--- src/rtl/mac_seq_pkg.sv ---
// Shared types and constants for the MAC array sequencer.
package mac_seq_pkg;

   localparam int unsigned DATA_W      = 32;
   localparam int unsigned HALF_W      = 16;
   localparam int unsigned SEL_W       = 6;
   localparam int unsigned CFG_W       = 9;
   localparam int unsigned CFG_SAT_BIT = 0;
   localparam int unsigned CFG_RND_BIT = 1;
   localparam int unsigned CFG_TC_BIT  = 2;
   localparam int unsigned CFG_SEL_LSB = 3;

   typedef enum logic [1:0] {
      ST_IDLE  = 2'd0,
      ST_RUN   = 2'd1,
      ST_DRAIN = 2'd2,
      ST_RESP  = 2'd3
   } state_e;

   typedef struct packed {
      logic [SEL_W-1:0] out_sel;
      logic             tc;
      logic             rnd;
      logic             sat;
   } cfg_t;

endpackage

--- src/rtl/mac_seq_cnt.sv ---
// Loadable down-counter with a registered zero flag; load wins over decrement,
// and decrement saturates at zero.
module mac_seq_cnt #(
   parameter int unsigned W = 8
) (
   input  logic         clk,
   input  logic         rst_n,
   input  logic         load_i,
   input  logic [W-1:0] val_i,
   input  logic         dec_i,
   output logic         zero_o
);

   logic [W-1:0] cnt_q, cnt_d;
   logic         zero_q;

   always_comb begin
      cnt_d = cnt_q;
      if (load_i) begin
         cnt_d = val_i;
      end else if (dec_i && (cnt_q != '0)) begin
         cnt_d = cnt_q - W'(1);
      end
   end

   always_ff @(posedge clk or negedge rst_n) begin
      if (!rst_n) begin
         cnt_q  <= '0;
         zero_q <= 1'b1;
      end else begin
         cnt_q  <= cnt_d;
         zero_q <= (cnt_d == '0);
      end
   end

   assign zero_o = zero_q;

endmodule

--- src/rtl/mac_array_seq.sv ---
// Sequencer feeding operand/coefficient beats into an external MAC array and
// returning the accumulated result over a valid/ready response channel.
module mac_array_seq
   import mac_seq_pkg::*;
#(
   parameter int unsigned LEN_W   = 8,
   parameter int unsigned MAC_LAT = 1
) (
   input  logic              MAC_ACC_CLK,
   input  logic              acc_ff_rstn,
   input  logic              CMD_VALID,
   output logic              CMD_READY,
   input  logic [LEN_W-1:0]  CMD_LEN,
   input  logic [CFG_W-1:0]  CMD_CFG,
   input  logic              CMD_ABORT,
   input  logic              S_VALID,
   output logic              S_READY,
   input  logic [DATA_W-1:0] S_OPER,
   input  logic [DATA_W-1:0] S_COEF,
   output logic [DATA_W-1:0] MAC_OPER_DATA,
   output logic [DATA_W-1:0] MAC_COEF_DATA,
   output logic              EFPGA_MATHB_CLK_EN,
   output logic              MAC_ACC_CLEAR,
   output logic [SEL_W-1:0]  MAC_OUT_SEL,
   output logic              MAC_TC,
   output logic              MAC_ACC_RND,
   output logic              MAC_ACC_SAT,
   input  logic [DATA_W-1:0] MAC0_OUT,
   input  logic [HALF_W-1:0] MAC1_OUT,
   input  logic [HALF_W-1:0] MAC2_OUT,
   output logic              R_VALID,
   input  logic              R_READY,
   output logic [DATA_W-1:0] R_DATA0,
   output logic [DATA_W-1:0] R_DATA1,
   output logic              BUSY
);

   localparam int unsigned LAT_W = $clog2(MAC_LAT + 2);
   localparam int unsigned CNT_W = (LEN_W > LAT_W) ? LEN_W : LAT_W;

   state_e            state_q, state_d;
   logic [DATA_W-1:0] oper_q, oper_d, coef_q, coef_d;
   logic [DATA_W-1:0] r_data0_q, r_data0_d, r_data1_q, r_data1_d;
   cfg_t              cfg_q, cfg_d;
   logic              clk_en_q, clk_en_d;
   logic              clear_q, clear_d;
   logic              first_q, first_d;
   logic              r_valid_q, r_valid_d;
   logic              cmd_ready_q, cmd_ready_d;
   logic              s_ready_q, s_ready_d;
   logic              busy_q, busy_d;

   logic              cnt_load, cnt_dec, cnt_zero;
   logic [CNT_W-1:0]  cnt_val;

   // One counter is time-shared: remaining beats in RUN, remaining drain cycles in DRAIN.
   mac_seq_cnt #(.W(CNT_W)) u_cnt (
      .clk    (MAC_ACC_CLK),
      .rst_n  (acc_ff_rstn),
      .load_i (cnt_load),
      .val_i  (cnt_val),
      .dec_i  (cnt_dec),
      .zero_o (cnt_zero)
   );

   always_comb begin
      state_d   = state_q;
      oper_d    = oper_q;
      coef_d    = coef_q;
      r_data0_d = r_data0_q;
      r_data1_d = r_data1_q;
      cfg_d     = cfg_q;
      clk_en_d  = 1'b0;
      clear_d   = 1'b0;
      first_d   = first_q;
      cnt_load  = 1'b0;
      cnt_val   = '0;
      cnt_dec   = 1'b0;

      case (state_q)
         ST_IDLE: begin
            if (CMD_VALID) begin
               cfg_d.out_sel = CMD_CFG[CFG_SEL_LSB +: SEL_W];
               cfg_d.tc      = CMD_CFG[CFG_TC_BIT];
               cfg_d.rnd     = CMD_CFG[CFG_RND_BIT];
               cfg_d.sat     = CMD_CFG[CFG_SAT_BIT];
               first_d       = 1'b1;
               if (CMD_LEN != '0) begin
                  // Count holds beats still owed after the current one.
                  state_d  = ST_RUN;
                  cnt_load = 1'b1;
                  cnt_val  = CNT_W'(CMD_LEN - LEN_W'(1));
               end else begin
                  state_d   = ST_RESP;
                  r_data0_d = '0;
                  r_data1_d = '0;
               end
            end
         end
         ST_RUN: begin
            if (CMD_ABORT) begin
               state_d = ST_IDLE;
            end else if (S_VALID) begin
               oper_d   = S_OPER;
               coef_d   = S_COEF;
               clk_en_d = 1'b1;
               clear_d  = first_q;
               first_d  = 1'b0;
               if (cnt_zero) begin
                  state_d  = ST_DRAIN;
                  cnt_load = 1'b1;
                  cnt_val  = CNT_W'(MAC_LAT);
               end else begin
                  cnt_dec = 1'b1;
               end
            end
         end
         ST_DRAIN: begin
            if (CMD_ABORT) begin
               state_d = ST_IDLE;
            end else if (cnt_zero) begin
               state_d   = ST_RESP;
               r_data0_d = MAC0_OUT;
               r_data1_d = {MAC1_OUT, MAC2_OUT};
            end else begin
               cnt_dec = 1'b1;
            end
         end
         ST_RESP: begin
            if (CMD_ABORT || R_READY) begin
               state_d = ST_IDLE;
            end
         end
         default: state_d = ST_IDLE;
      endcase

      cmd_ready_d = (state_d == ST_IDLE);
      busy_d      = (state_d != ST_IDLE);
      s_ready_d   = (state_d == ST_RUN);
      r_valid_d   = (state_d == ST_RESP);
   end

   always_ff @(posedge MAC_ACC_CLK or negedge acc_ff_rstn) begin
      if (!acc_ff_rstn) begin
         state_q     <= ST_IDLE;
         oper_q      <= '0;
         coef_q      <= '0;
         r_data0_q   <= '0;
         r_data1_q   <= '0;
         cfg_q       <= '0;
         clk_en_q    <= 1'b0;
         clear_q     <= 1'b0;
         first_q     <= 1'b0;
         r_valid_q   <= 1'b0;
         cmd_ready_q <= 1'b1;
         s_ready_q   <= 1'b0;
         busy_q      <= 1'b0;
      end else begin
         state_q     <= state_d;
         oper_q      <= oper_d;
         coef_q      <= coef_d;
         r_data0_q   <= r_data0_d;
         r_data1_q   <= r_data1_d;
         cfg_q       <= cfg_d;
         clk_en_q    <= clk_en_d;
         clear_q     <= clear_d;
         first_q     <= first_d;
         r_valid_q   <= r_valid_d;
         cmd_ready_q <= cmd_ready_d;
         s_ready_q   <= s_ready_d;
         busy_q      <= busy_d;
      end
   end

   assign CMD_READY          = cmd_ready_q;
   assign S_READY            = s_ready_q;
   assign BUSY               = busy_q;
   assign MAC_OPER_DATA      = oper_q;
   assign MAC_COEF_DATA      = coef_q;
   assign EFPGA_MATHB_CLK_EN = clk_en_q;
   assign MAC_ACC_CLEAR      = clear_q;
   assign MAC_OUT_SEL        = cfg_q.out_sel;
   assign MAC_TC             = cfg_q.tc;
   assign MAC_ACC_RND        = cfg_q.rnd;
   assign MAC_ACC_SAT        = cfg_q.sat;
   assign R_VALID            = r_valid_q;
   assign R_DATA0            = r_data0_q;
   assign R_DATA1            = r_data1_q;

endmodule

--- config.mk ---
export PLATFORM = sky130hd
export DESIGN_NAME = mac_array_seq
export DESIGN_NICKNAME = d
export VERILOG_FILES = /design/src/rtl/mac_seq_pkg.sv /design/src/rtl/mac_seq_cnt.sv /design/src/rtl/mac_array_seq.sv
export SDC_FILE = /design/constraint.sdc
export NUM_CORES = 1
export LEC_CHECK = 0
export BUFFER_PORTS_ARGS = -buffer_cell sky130_fd_sc_hd__buf_2
export CORE_MARGIN = 10
export CORE_UTILIZATION = 40
export DETAILED_ROUTE_END_ITERATION = 10
export PLACE_DENSITY = 0.78
export SLEW_MARGIN = 25
export SYNTH_ARGS = -nofsm -noshare
export SYNTH_HDL_FRONTEND = slang
export SYNTH_SLANG_ARGS = --single-unit
--- constraint.sdc ---
create_clock -name MAC_ACC_CLK -period 5.1 [get_ports MAC_ACC_CLK]
set_clock_uncertainty 0.05 [all_clocks]
set_input_delay 0.765 -clock MAC_ACC_CLK [delete_from_list [all_inputs] [get_ports MAC_ACC_CLK]]
set_output_delay 0.765 -clock MAC_ACC_CLK [all_outputs]
set_load 0.01 [all_outputs]
==> results of run 1 <==
flip-flops by register name, indices dropped and copies added (netlist names), 2 cells and up:
| signal | cells |
|---|---|
| MAC_COEF_DATA | 32 |
| state_q | 2 |
| R_DATA1 | 32 |
| MAC_OPER_DATA | 32 |
| u_cnt.cnt_q | 8 |
| MAC_OUT_SEL | 6 |
| R_DATA0 | 32 |
through the flow:
step / hold slack, ns / cells / area [µm²]
2_1_floorplan: 0.4178 / 705 / 6465
3_3_place_gp: 0.3945 / 1184 / 8120
3_5_place_dp: 0.4002 / 1184 / 8120
4_1_cts: 0.3324 / 1216 / 8756
5_1_grt: 0.3685 / 1217 / 8758
6_report: 0.3181 / 1217 / 8758
how the worst max path moves through the flow:
| stage | end | slack, ns | depth (start not counted) | startpoint |
|---|---|---|---|---|
| after detailed placement | R_DATA0[18] | 1.76 | 7 | CMD_LEN[2] |
| after floorplan | u_cnt.zero_o | 2.41 | 6 | CMD_ABORT |
| after global routing | R_DATA1[15] | 1.54 | 8 | state_q[0] |
| after global placement | R_DATA0[19] | 1.80 | 7 | CMD_LEN[2] |
| final | R_DATA1[22] | 1.86 | 8 | state_q[0] |
| after CTS | R_DATA1[15] | 1.88 | 8 | state_q[0] |
cells in the mapped netlist (all sizes together), types with 2 or more instances:
cell type / n
a211oi: 2
a21oi: 4
a31oi: 3
buf: 10
clkbuf: 27
dfrtp: 153
dfstp: 2
ha: 8
inv: 14
mux2: 9
mux2i: 4
nand2: 333
nand2b: 2
nand3: 68
nor2: 15
nor3: 6
nor3b: 2
nor4: 5
o211ai: 3
o21ai: 4
o22ai: 6
xnor2: 5
xor2: 4
layout make-up:
type	count	area [µm²]
antenna	1	2.502
fill	1460	7127
clock inverter	13	192.7
timing repair buffer	300	1525
tap	216	270.3
inverter	14	52.55
multi-input combinational	499	2391
sequential	155	3881
clock buffer	19	442.9
layer usage:
metal / up-vias / share of wire, % / global-route usage [%]
li1: 2822 / - / -
met1: 2646 / 39 / 19.86
met2: 222 / 50 / 30.05
met3: 39 / 8.5 / 6.787
met4: 0 / 2.6 / 8.424
met5: - / 0 / 0
cells by family (layout without fill, tap and decap cells):
group	after synthesis	after routing	share of synthesized area, %
buf+inv	51	346	3.213
simple gates	440	440	28.62
mux	13	13	2.187
fa+ha+maj	8	8	1.548
compound gates	29	29	3.174
flops	155	155	60.03
other cells	0	1	0
xor+xnor	9	9	1.219
power by group through the flow:
| stage | logic (mW) | registers [mW] | clock network [mW] |
|---|---|---|---|
| after floorplan | 0.641 | 1.91 | 0 |
| after global placement | 1.35 | 1.77 | 0 |
| after detailed placement | 1.38 | 1.78 | 0 |
| after CTS | 1.38 | 1.77 | 1.37 |
| after global routing | 1.52 | 1.81 | 1.43 |
| final | 1.36 | 1.77 | 1.34 |
critical path, cell delays in order (launching register included):
cell and delay, ns:
dfrtp_1 0.40, inv_1 0.12, ha_2 0.22, buf_4 0.54, o21ai_0 0.33, a21oi_4 0.79
buf_4 0.45, nand3_1 0.13, nand2_1 0.11
==> run metrics, run 1 <==
status finished clean; drt first pass iters 5; Critical Path Start Type flop; commonest non-fill, non-tap cell in the layout nand2_1; Max Cap Viol 0; Post-synth EDFFs 0; PnR worst setup slack 1.863 ns; Final min period about 3.2 ns; setup bufs post-CTS 0; Clk pwr share 30.0%; vias in the first global route just over 6k; R2R Path Start state_q[0]; die width about 150 µm; NetSw ~1.6 mW; Synth Register Bits approximately 160; Max VDD drop roughly 0.26 mV; leading cell types in the layout, fill and taps excluded nand2_1 (332), buf_2 (292), dfrtp_1 (153); die area between 20,000 and 25,000 µm²; sequential fraction of the synthesis area between 60 and 70%; share of cells above drive strength 1 between 30% and 40%; I/O pin count between 200 and 300; pwr dens just over 500 nW/µm²; clock sink count between 150 and 200; DR WL/cell 16.31 µm; Hold Buf Count CTS 0; GRT Residual Overflow 0; Rel. slew slack a little over a third; Iteration-0 DRC Markers 413; Net Sw Frac 35.07%; root buffer cell clkbuf_16; hold crit path type input port to async pin; post-synth cell types between 40 and 50; Gates resized, CTS repair 0; crit-path max FO 66; DRC 0; first-pass GRT wire length between 30,000 and 40,000 µm; CTS buffer count 17; die height ~150 µm; RSZ-0062 raised after global routing no; Fin. Hold Viols 0; Max Fclk between 300 and 400 MHz; DRT Wirelength just under 20,000 µm; r2r setup slk about 1.9 ns; Synth area leader dfrtp_1; Final nets about 1.1k; GRT Overall Usage between 10% and 20%; Syn Area/Cell approximately 9 µm²; Int Power between 2 and 3 mW; Data required, critical path roughly 5.4 ns; Max Buffers Root-to-Sink 2; Post-Syn Instances slightly above 700; initial antenna violation count 1; clock transition at the registers of the reported paths approximately 0.06 ns; part of the power in combinational logic between 30% and 40%; Synth top area share about three fifths; slew of the pin with the lowest slew margin 0.9560 ns; FFs w/ async S/R, synth between 90% and 100%; sequential power share between 30% and 40%; Synth Flop Type dfrtp_1; hpwl dp 14,600 µm; Setup Viol. Count Final 0; largest net degree at the start of global routing 74; cell count of the worst reg-to-reg path 8; CTS H-tree depth 4; Area contributors post-synth dfrtp_1 (59%), nand2_1 (19%), nand3_1 (5.3%); core area 15,890 µm²; remaining antenna violation count after routing 0; vias per cell between 4 and 5; Post-Syn Area roughly 6500 µm²; Synth Net Count approximately 860; GPL Wtd Cong 0.8459; Ys Warns 0; worst reg2reg path endpoint R_DATA1[22]; fin crit share 63.48%; row cnt between 40 and 50; Vias 5,729; pre-CTS setup slack roughly 1.8 ns; setup TNS 0 ns; PortBufs slightly below 300; CTS tree done; Worst Setup End Kind flop; leakage power 5.077 nW; data arrival time of the worst path about 3.5 ns; Starting Density ~41%; Syn-to-layout area delta 35.48%; total power about 4.5 mW; Clk Latency, worst-skew pair 0.42 ns; fin util ~55%; Pins Over Slew Limit 0; critical path type flop to flop
No activity file was read; power rests on OpenSTA's default activity.
==> inputs of run 2 (changes only) <==
==> constraint.sdc (replaced) <==
create_clock -name MAC_ACC_CLK -period 3.2 [get_ports MAC_ACC_CLK]
set_clock_uncertainty 0.05 [all_clocks]
set_input_delay 0.48 -clock MAC_ACC_CLK [delete_from_list [all_inputs] [get_ports MAC_ACC_CLK]]
set_output_delay 0.48 -clock MAC_ACC_CLK [all_outputs]
set_load 0.01 [all_outputs]
==> run metrics, run 2 (synthesized netlist as in run 1, its figures left out) <==
data arrival time of the worst path 3.24 ns (-0.30 ns); hpwl dp 14,460 µm (-0.95%); DR WL/cell 16.13 µm (-1.1%); GPL Wtd Cong 0.8720 (+3.1%); vias per cell 4.726 (+0.40%); GRT Overall Usage 18.06% (+0.074 points); core area 15,890 µm² (unchanged); first-pass GRT wire length 31,590 µm (about the same); initial antenna violation count 1 (unchanged); crit-path max FO 6 (-91%); vias in the first global route 6,084 (+0.25%); die width 147.1 µm (unchanged); Final nets 1,147 (+0.087%); setup bufs post-CTS 0 (unchanged); Max Fclk 336.5 MHz (+9.0%); critical path type flop to flop; setup TNS 0 ns (unchanged); commonest non-fill, non-tap cell in the layout nand2_1; Critical Path Start Type flop; leakage power 5.088 nW (+0.23%); RSZ-0062 raised after global routing no; root buffer cell clkbuf_16; largest net degree at the start of global routing 76 (+2.7%); slew of the pin with the lowest slew margin 0.7224 ns (-0.2336 ns); Fillers 1,462 (+0.14%); remaining antenna violation count after routing 0 (unchanged); Vias 5,747 (+0.31%); leading cell types in the layout, fill and taps excluded nand2_1 (332), buf_2 (292), dfrtp_1 (153); Max VDD drop 0.4503 mV (+74%); slowest CP cell or4bb_2; Syn-to-layout area delta 35.98%; WP buf/inv 1 (-2); drt first pass iters 4 (-1); PnR worst setup slack 0.2285 ns (-1.634 ns); clock transition at the registers of the reported paths 0.06 ns (about the same); Gates resized, CTS repair 0 (unchanged); status finished clean; Hold Buf Count CTS 0 (unchanged); Starting Density 40.70% (unchanged); DRC 0 (unchanged); Fin. Hold Viols 0 (unchanged); Clk Latency, worst-skew pair 0.42 ns (about the same); share of cells above drive strength 1 35.44% (+0.035 points); fin util 55.34% (+0.20 points); Rel. slew slack 51.84% (+16 points); Max Cap Viol 0 (unchanged); Top delay family on crit path simple AND/OR/NAND/NOR gates; die height 147.1 µm (unchanged); Iteration-0 DRC Markers 327 (-21%); Pins Over Slew Limit 0 (unchanged); Setup Viol. Count Final 0 (unchanged); hold crit path type input port to async pin; GRT Residual Overflow 0 (unchanged); PortBufs 293 (unchanged); CTS H-tree depth 4 (unchanged); die area 21,650 µm² (unchanged); CTS tree done; pre-CTS setup slack 0.3086 ns (-1.455 ns); pwr dens 812.8 nW/µm² (+59%); fin crit share 92.86% (+29 points); DRT Wirelength 19,620 µm (-1.1%); worst stage delay on the critical path 0.63 ns (-0.16 ns); clock sink count 155 (unchanged); worst path cell trace inv_1 -> ha_1 -> or4bb_2 -> nor4b_1 -> xnor2_1 -> o22ai_1 -> or4_1 -> nor4_2; post-route cell area 8791 µm² (+0.37%); Max Buffers Root-to-Sink 2 (unchanged); placed cell area 8165 µm² (+0.55%); total power 7.146 mW (+60%); I/O pin count 294 (unchanged); row cnt 46 (unchanged); Worst Setup End Kind flop; Data required, critical path 3.47 ns (-1.93 ns); CTS buffer count 17 (unchanged); Final min period 2.971 ns (-0.2660 ns)
-- run 2: cell count changes in the layout (fill, tap and decap cells not counted), sizes merged --
cell      delta
clkinv       -2
buf          +1
clkinvlp     +1
inv          -1
-- run 2: worst paths after layout --
path / from / endpoint / slack (ns) / depth (start not counted)
setup / recovery: u_cnt.cnt_q[0] / u_cnt.zero_o / 0.23 / 8
hold / removal: acc_ff_rstn / R_DATA0[0] / 0.008 / 1
setup reg to reg: u_cnt.cnt_q[0] / u_cnt.zero_o / 0.23 / 8
hold reg to reg: R_DATA1[15] / R_DATA1[15] / 0.41 / 2
max in group asynchronous: acc_ff_rstn / CMD_READY / 2.24 / 2
min in group MAC_ACC_CLK: S_COEF[30] / MAC_COEF_DATA[30] / 0.19 / 3
-- run 2: power by group --
group | leakage (nW) | switching (mW) | internal (mW)
Sequential | 2.02 | 0.323 | 2.49
Clock | 0.297 | 0.796 | 1.34
Combinational | 2.78 | 1.35 | 0.842
Total | 5.09 | 2.47 | 4.67
-- run 2: final cells by class --
class                   instances  area (µm²)  area share [%]
flip-flops and latches        155        3881           44.15
multi-input cells             499        2391           27.20
repair buffers                301        1570           17.86
clock buffers                  19       452.9           5.152
well taps                     216       270.3           3.074
clock inverters                11       170.2           1.936
inverters                      14       52.55          0.5978
diodes                          1       2.502         0.02847
-- run 2: metal layers --
| layer | up-vias | routed length [µm] | global-route usage (%) |
|---|---|---|---|
| met3 | 48 | 1630 | 6.972 |
| met5 | - | 0 | 0 |
| met2 | 210 | 9672 | 30.12 |
| met1 | 2663 | 7706 | 19.94 |
| met4 | 0 | 611 | 8.325 |
| li1 | 2826 | - | - |
-- run 2: through the flow --
step | hold slack [ns] | instances
after CTS | 0.05771 | 1215
after global placement | 0.3943 | 1185
after global routing | 0.04765 | 1216
after floorplan | 0.1344 | 705
after detailed placement | 0.4000 | 1185
final | 0.007707 | 1216
